### src/rtl/sdram_arbiter.sv
// Three-master Wishbone arbiter in front of the SDRAM controller slave port.
// Fixed priority video > sound > CPU, CPU starvation guard, idle gap between owners.
module sdram_arbiter #(
    parameter int STARVE_LIMIT = 4,
    parameter int GAP_CYCLES   = 2
) (
    input  logic        wb_clk,
    input  logic        wb_rst,
    input  logic [2:0]  m_cyc,
    input  logic [2:0]  m_stb,
    input  logic [2:0]  m_we,
    input  logic [65:0] m_adr,
    input  logic [11:0] m_sel,
    input  logic [8:0]  m_cti,
    input  logic [95:0] m_dat_i,
    output logic [2:0]  m_ack,
    output logic [31:0] m_dat_o,
    output logic        s_cyc,
    output logic        s_stb,
    output logic        s_we,
    output logic [21:0] s_adr,
    output logic [3:0]  s_sel,
    output logic [2:0]  s_cti,
    output logic [31:0] s_dat_o,
    input  logic        s_ack,
    input  logic [31:0] s_dat_i,
    output logic [2:0]  grant
);

    typedef enum logic [1:0] {
        IDLE,
        BUS,
        GAP
    } state_t;

    localparam logic [3:0] LIMIT    = 4'(STARVE_LIMIT);
    localparam logic [3:0] GAP_INIT = 4'(GAP_CYCLES - 1);

    state_t     state_q, state_d;
    logic [2:0] grant_q, grant_d;
    logic [3:0] starve_q, starve_d;
    logic [3:0] gap_q, gap_d;

    logic [2:0]  req;
    logic [2:0]  win;
    logic        own_cyc;
    logic        own_stb;
    logic        own_we;
    logic [21:0] own_adr;
    logic [3:0]  own_sel;
    logic [2:0]  own_cti;
    logic [31:0] own_dat;

    assign req = m_cyc & m_stb;

    // CPU is forced through once it has lost STARVE_LIMIT arbitrations in a row
    always_comb begin
        win = 3'b000;
        if (req[2] && (starve_q >= LIMIT)) begin
            win = 3'b100;
        end else if (req[0]) begin
            win = 3'b001;
        end else if (req[1]) begin
            win = 3'b010;
        end else if (req[2]) begin
            win = 3'b100;
        end
    end

    always_comb begin
        own_cyc = 1'b0;
        own_stb = 1'b0;
        own_we  = 1'b0;
        own_adr = '0;
        own_sel = '0;
        own_cti = '0;
        own_dat = '0;
        case (grant_q)
            3'b001: begin
                own_cyc = m_cyc[0];
                own_stb = m_stb[0];
                own_we  = m_we[0];
                own_adr = m_adr[21:0];
                own_sel = m_sel[3:0];
                own_cti = m_cti[2:0];
                own_dat = m_dat_i[31:0];
            end
            3'b010: begin
                own_cyc = m_cyc[1];
                own_stb = m_stb[1];
                own_we  = m_we[1];
                own_adr = m_adr[43:22];
                own_sel = m_sel[7:4];
                own_cti = m_cti[5:3];
                own_dat = m_dat_i[63:32];
            end
            3'b100: begin
                own_cyc = m_cyc[2];
                own_stb = m_stb[2];
                own_we  = m_we[2];
                own_adr = m_adr[65:44];
                own_sel = m_sel[11:8];
                own_cti = m_cti[8:6];
                own_dat = m_dat_i[95:64];
            end
            default: begin
                own_cyc = 1'b0;
            end
        endcase
    end

    // grant_q is only non-zero in BUS, so the mux alone zeroes the slave side
    assign s_cyc   = own_cyc;
    assign s_stb   = own_stb;
    assign s_we    = own_we;
    assign s_adr   = own_adr;
    assign s_sel   = own_sel;
    assign s_cti   = own_cti;
    assign s_dat_o = own_dat;
    assign m_ack   = grant_q & {3{s_ack & own_cyc}};
    assign m_dat_o = (state_q == BUS) ? s_dat_i : 32'h0;
    assign grant   = grant_q;

    always_comb begin
        state_d  = state_q;
        grant_d  = grant_q;
        starve_d = starve_q;
        gap_d    = gap_q;
        case (state_q)
            IDLE: begin
                if (|req) begin
                    state_d = BUS;
                    grant_d = win;
                    if (req[2]) begin
                        if (win[2]) begin
                            starve_d = 4'd0;
                        end else if (starve_q < LIMIT) begin
                            starve_d = starve_q + 4'd1;
                        end
                    end
                end
            end
            BUS: begin
                if (!own_cyc) begin
                    state_d = GAP;
                    grant_d = 3'b000;
                    gap_d   = GAP_INIT;
                end
            end
            GAP: begin
                if (gap_q == 4'd0) begin
                    state_d = IDLE;
                end else begin
                    gap_d = gap_q - 4'd1;
                end
            end
            default: begin
                state_d = IDLE;
                grant_d = 3'b000;
            end
        endcase
    end

    always_ff @(posedge wb_clk or posedge wb_rst) begin
        if (wb_rst) begin
            state_q  <= IDLE;
            grant_q  <= 3'b000;
            starve_q <= 4'd0;
            gap_q    <= 4'd0;
        end else begin
            state_q  <= state_d;
            grant_q  <= grant_d;
            starve_q <= starve_d;
            gap_q    <= gap_d;
        end
    end

endmodule

### config.mk
export PLATFORM = sky130hd
export DESIGN_NAME = sdram_arbiter
export DESIGN_NICKNAME = d
export VERILOG_FILES = /design/src/rtl/sdram_arbiter.sv
export SDC_FILE = /design/constraint.sdc
export NUM_CORES = 1
export LEC_CHECK = 0
export ABC_AREA = 0
export CAP_MARGIN = 10
export CORE_AREA = 3 3 128 130
export CTS_BUF_LIST = sky130_fd_sc_hd__clkbuf_8
export CTS_CLUSTER_DIAMETER = 150
export DETAILED_ROUTE_END_ITERATION = 7
export DIE_AREA = 0 0 131 133
export GPL_TIMING_DRIVEN = 0
export PLACE_DENSITY = 0.61
export SYNTH_ARGS = -nofsm -noshare
export SYNTH_HDL_FRONTEND = slang
export SYNTH_SLANG_ARGS = --single-unit
export TNS_END_PERCENT = 5
### constraint.sdc
create_clock -name wb_clk -period 3.25 [get_ports wb_clk]
set_input_delay 0.325 -clock wb_clk [delete_from_list [all_inputs] [get_ports wb_clk]]
set_output_delay 0.325 -clock wb_clk [all_outputs]
set_load 0.005 [all_outputs]
==> impl_metrics.json <==
{
  "clock_buffers_created_by_tritoncts": 3,
  "count_of_mapped_cells_out_of_synthesis": 348,
  "htree_levels": 1,
  "area.growth.synth_to_final_pct": 163,
  "detail_route.wirelength.met1_um": 5500,
  "drt_drc_violations_left": 0,
  "worstPathRequired_ns": 2.92,
  "clock_insertion_delay_worst_skew_ns": 0.25,
  "floorplan.initialDensity_pct": 14.4,
  "ir_drop_uv": 184,
  "nets": 910,
  "final.setup.tns_ns": 0,
  "clockRootBuffer": "sky130_fd_sc_hd__clkbuf_8",
  "finalNonFillerCells": 891,
  "max_cap_violations": 0,
  "numPortBuffers": 328,
  "normalized_max_slew_margin_pct": 58.0,
  "timing.hold.worst.class": "in2async",
  "dp_hpwl_um": 11900,
  "clock_sinks": 13,
  "synth_top_area_share_pct": 21.8,
  "total_power_mw": 3.19,
  "layout_worst_path_cycle_share_pct": 91.6,
  "grt_pass1_wl_um": 20900,
  "io-pin-count": 329,
  "route.detailed.wl_per_inst_um": 16.0,
  "count_of_flip_flops_with_a_built_in_enable_after_synthesis": 0,
  "track_usage_pct": 14.8,
  "fp.coreArea_um2": 15300,
  "gp_routability_congestion": 0.823,
  "cp_data_arrival_time_ns": 2.65,
  "mappedNetlistNets": 577,
  "synth-main-ff-cell": "sky130_fd_sc_hd__dfrtp_1",
  "timing.final.crit_period_ns": 2.98,
  "post_cts_hold_buffer_count": 0,
  "clock_tree_from_tritoncts": "done",
  "detail-route-antenna-nets": 0,
  "met2_wirelength_um": 7450,
  "post_synth_main_area_contributors": "sky130_fd_sc_hd__a22oi_1, sky130_fd_sc_hd__o21ai_0, sky130_fd_sc_hd__dfrtp_1",
  "detailed_place.area_um2": 5750,
  "die_y_um": 133,
  "fp.dieArea_um2": 17400,
  "grt_antenna_before_repair": 0,
  "netlist.top_cell.by_area": "sky130_fd_sc_hd__a22oi_1",
  "grt_max_degree": 14,
  "mapped_cell_area_um2": 2200,
  "place.detailed.instances": 887,
  "cellPowerDensity_nw_per_um2": 550,
  "synth_area_per_cell_um2": 6.32,
  "path_max_fanout": 10,
  "via_per_inst": 4.45,
  "yosysWarnings": 0,
  "cellLeakagePower_nw": 2.14,
  "async_flop_share_pct": 100,
  "cts.path.max_buffers": 2,
  "worst_setup_hold_path_clk_slew_ns": 0.06,
  "finalWorstSetupSlack_ns": 0.274,
  "drt_iter0_markers": 241,
  "route.top_layer_used": "met4",
  "drt-pass1-iter-count": 5,
  "synth_cell_types": 37,
  "worst_setup_path_end_kind": "output port",
  "ys_ff_latch": 13,
  "max_slew.worst_pin.slew_ns": 0.624,
  "routed-wl-met3_um": 1130,
  "synth_sequential_area_ratio_pct": 14.8,
  "post_route_cells_drive_above_1_share_pct": 2.35,
  "cts_post_setup_buffers_inserted": 0,
  "cts_repair_resize_count": 0,
  "setup_violations": 0,
  "finClkSkew_ns": 0.00340,
  "timing.critical_path.from_type": "register",
  "status": "finished, final reports clean",
  "hold_viol": 0,
  "die_width_um": 131,
  "floorplan.rows": 45,
  "synthTopCellsByCount": "sky130_fd_sc_hd__nand2_1, sky130_fd_sc_hd__o21ai_0, sky130_fd_sc_hd__a22oi_1",
  "max_clock_freq_mhz": 336,
  "fillerInstances": 1589,
  "antenna-diode-count": 0,
  "rsz0062_at_grt": "no",
  "grt_pass1_vias": 3884,
  "cp_class": "reg2out",
  "drv_slew": 0,
  "synth.most_common_cell": "sky130_fd_sc_hd__nand2_1",
  "totalWireLength_um": 14200,
  "final_area_um2": 5800,
  "grt_overflow": 0,
  "pre_cts_slack_ns": 0.313,
  "dr_total_vias": 3969
}
cell families (layout without fill, tap and decap cells):
logic type | after synthesis | in the layout | share of synthesized area, %
compound gates | 148 | 148 | 42.8
fa+ha+maj | 2 | 2 | 1.14
buf+inv | 46 | 378 | 8.30
flops | 13 | 13 | 14.8
mux | 2 | 2 | 0.910
simple gates | 137 | 137 | 32.1
worst paths after layout:
kind	startpoint	endpoint	slack, ns	depth (start not counted)
max	grant[2]	s_dat_o[13]	0.27	6
min	wb_rst	state_q[0]	0.41	2
max reg2reg	grant[0]	gap_q[2]	1.53	3
min reg2reg	starve_q[0]	starve_q[0]	0.53	2
max in group asynchronous	wb_rst	starve_q[2]	2.49	2
min in group wb_clk	starve_q[0]	starve_q[0]	0.53	2
sequential cells by signal, summed over array words and instances, names as in the netlist:
name / flops
starve_q: 4
grant: 3
state_q: 2
gap_q: 4
metal layers:
| layer | GRT usage, % | vias up |
|---|---|---|
| met5 | 0 | - |
| met4 | 1.60 | 0 |
| met3 | 2.70 | 12 |
| met2 | 27.4 | 183 |
| met1 | 18.0 | 1806 |
| li1 | - | 1968 |
critical path, stage by stage (launching register included):
cell and delay, ns:
sky130_fd_sc_hd__dfrtp_1 0.50, sky130_fd_sc_hd__nor2b_1 0.16, sky130_fd_sc_hd__buf_2 0.28, sky130_fd_sc_hd__clkbuf_1 0.41
sky130_fd_sc_hd__a22oi_1 0.16, sky130_fd_sc_hd__o21ai_0 0.31, sky130_fd_sc_hd__clkdlybuf4s50_1 0.58
power breakdown:
part / total [mW] / internal, mW / switching, mW
Sequential: 0.301 / 0.223 / 0.0774
Combinational: 2.74 / 1.52 / 1.22
Clock: 0.145 / 0.0836 / 0.0610
Total: 3.19 / 1.83 / 1.36
cells in the final DEF (no fill, tap or decap), types with 3 or more instances in the layout:
master and n:
sky130_fd_sc_hd__nand2_1 71, sky130_fd_sc_hd__o21ai_0 67, sky130_fd_sc_hd__nand2b_1 3, sky130_fd_sc_hd__inv_1 9
sky130_fd_sc_hd__a22oi_1 64, sky130_fd_sc_hd__nor2_1 3, sky130_fd_sc_hd__nand3_1 3, sky130_fd_sc_hd__clkbuf_8 3
sky130_fd_sc_hd__dfrtp_1 13, sky130_fd_sc_hd__clkdlybuf4s50_1 328, sky130_fd_sc_hd__nor3b_1 3, sky130_fd_sc_hd__buf_2 8
sky130_fd_sc_hd__and3_1 35, sky130_fd_sc_hd__clkbuf_1 28, sky130_fd_sc_hd__a21oi_1 4, sky130_fd_sc_hd__nor2b_1 4
sky130_fd_sc_hd__o22ai_1 3, sky130_fd_sc_hd__o211ai_1 3
metrics by stage:
stage / util (%) / hold slack [ns]
after global placement: 37.7 / 0.499
after detailed placement: 37.7 / 0.521
final: 38.0 / 0.410
after global routing: 38.0 / 0.477
after floorplan: - / 0.202
after CTS: 38.0 / 0.440
final cells by class:
type                            instances  area, um^2  area share [%]
Sequential cell                        13         325            5.61
Multi-Input combinational cell        289        1690            29.2
Clock buffer                            3        41.3           0.712
Inverter                                8        30.0           0.518
Clock inverter                          1        3.75          0.0648
Buffer                                 38         155            2.68
Timing Repair Buffer                  328        3280            56.6
Tap cell                              211         264            4.56
Note: power is estimated with default switching activity, not from simulation.
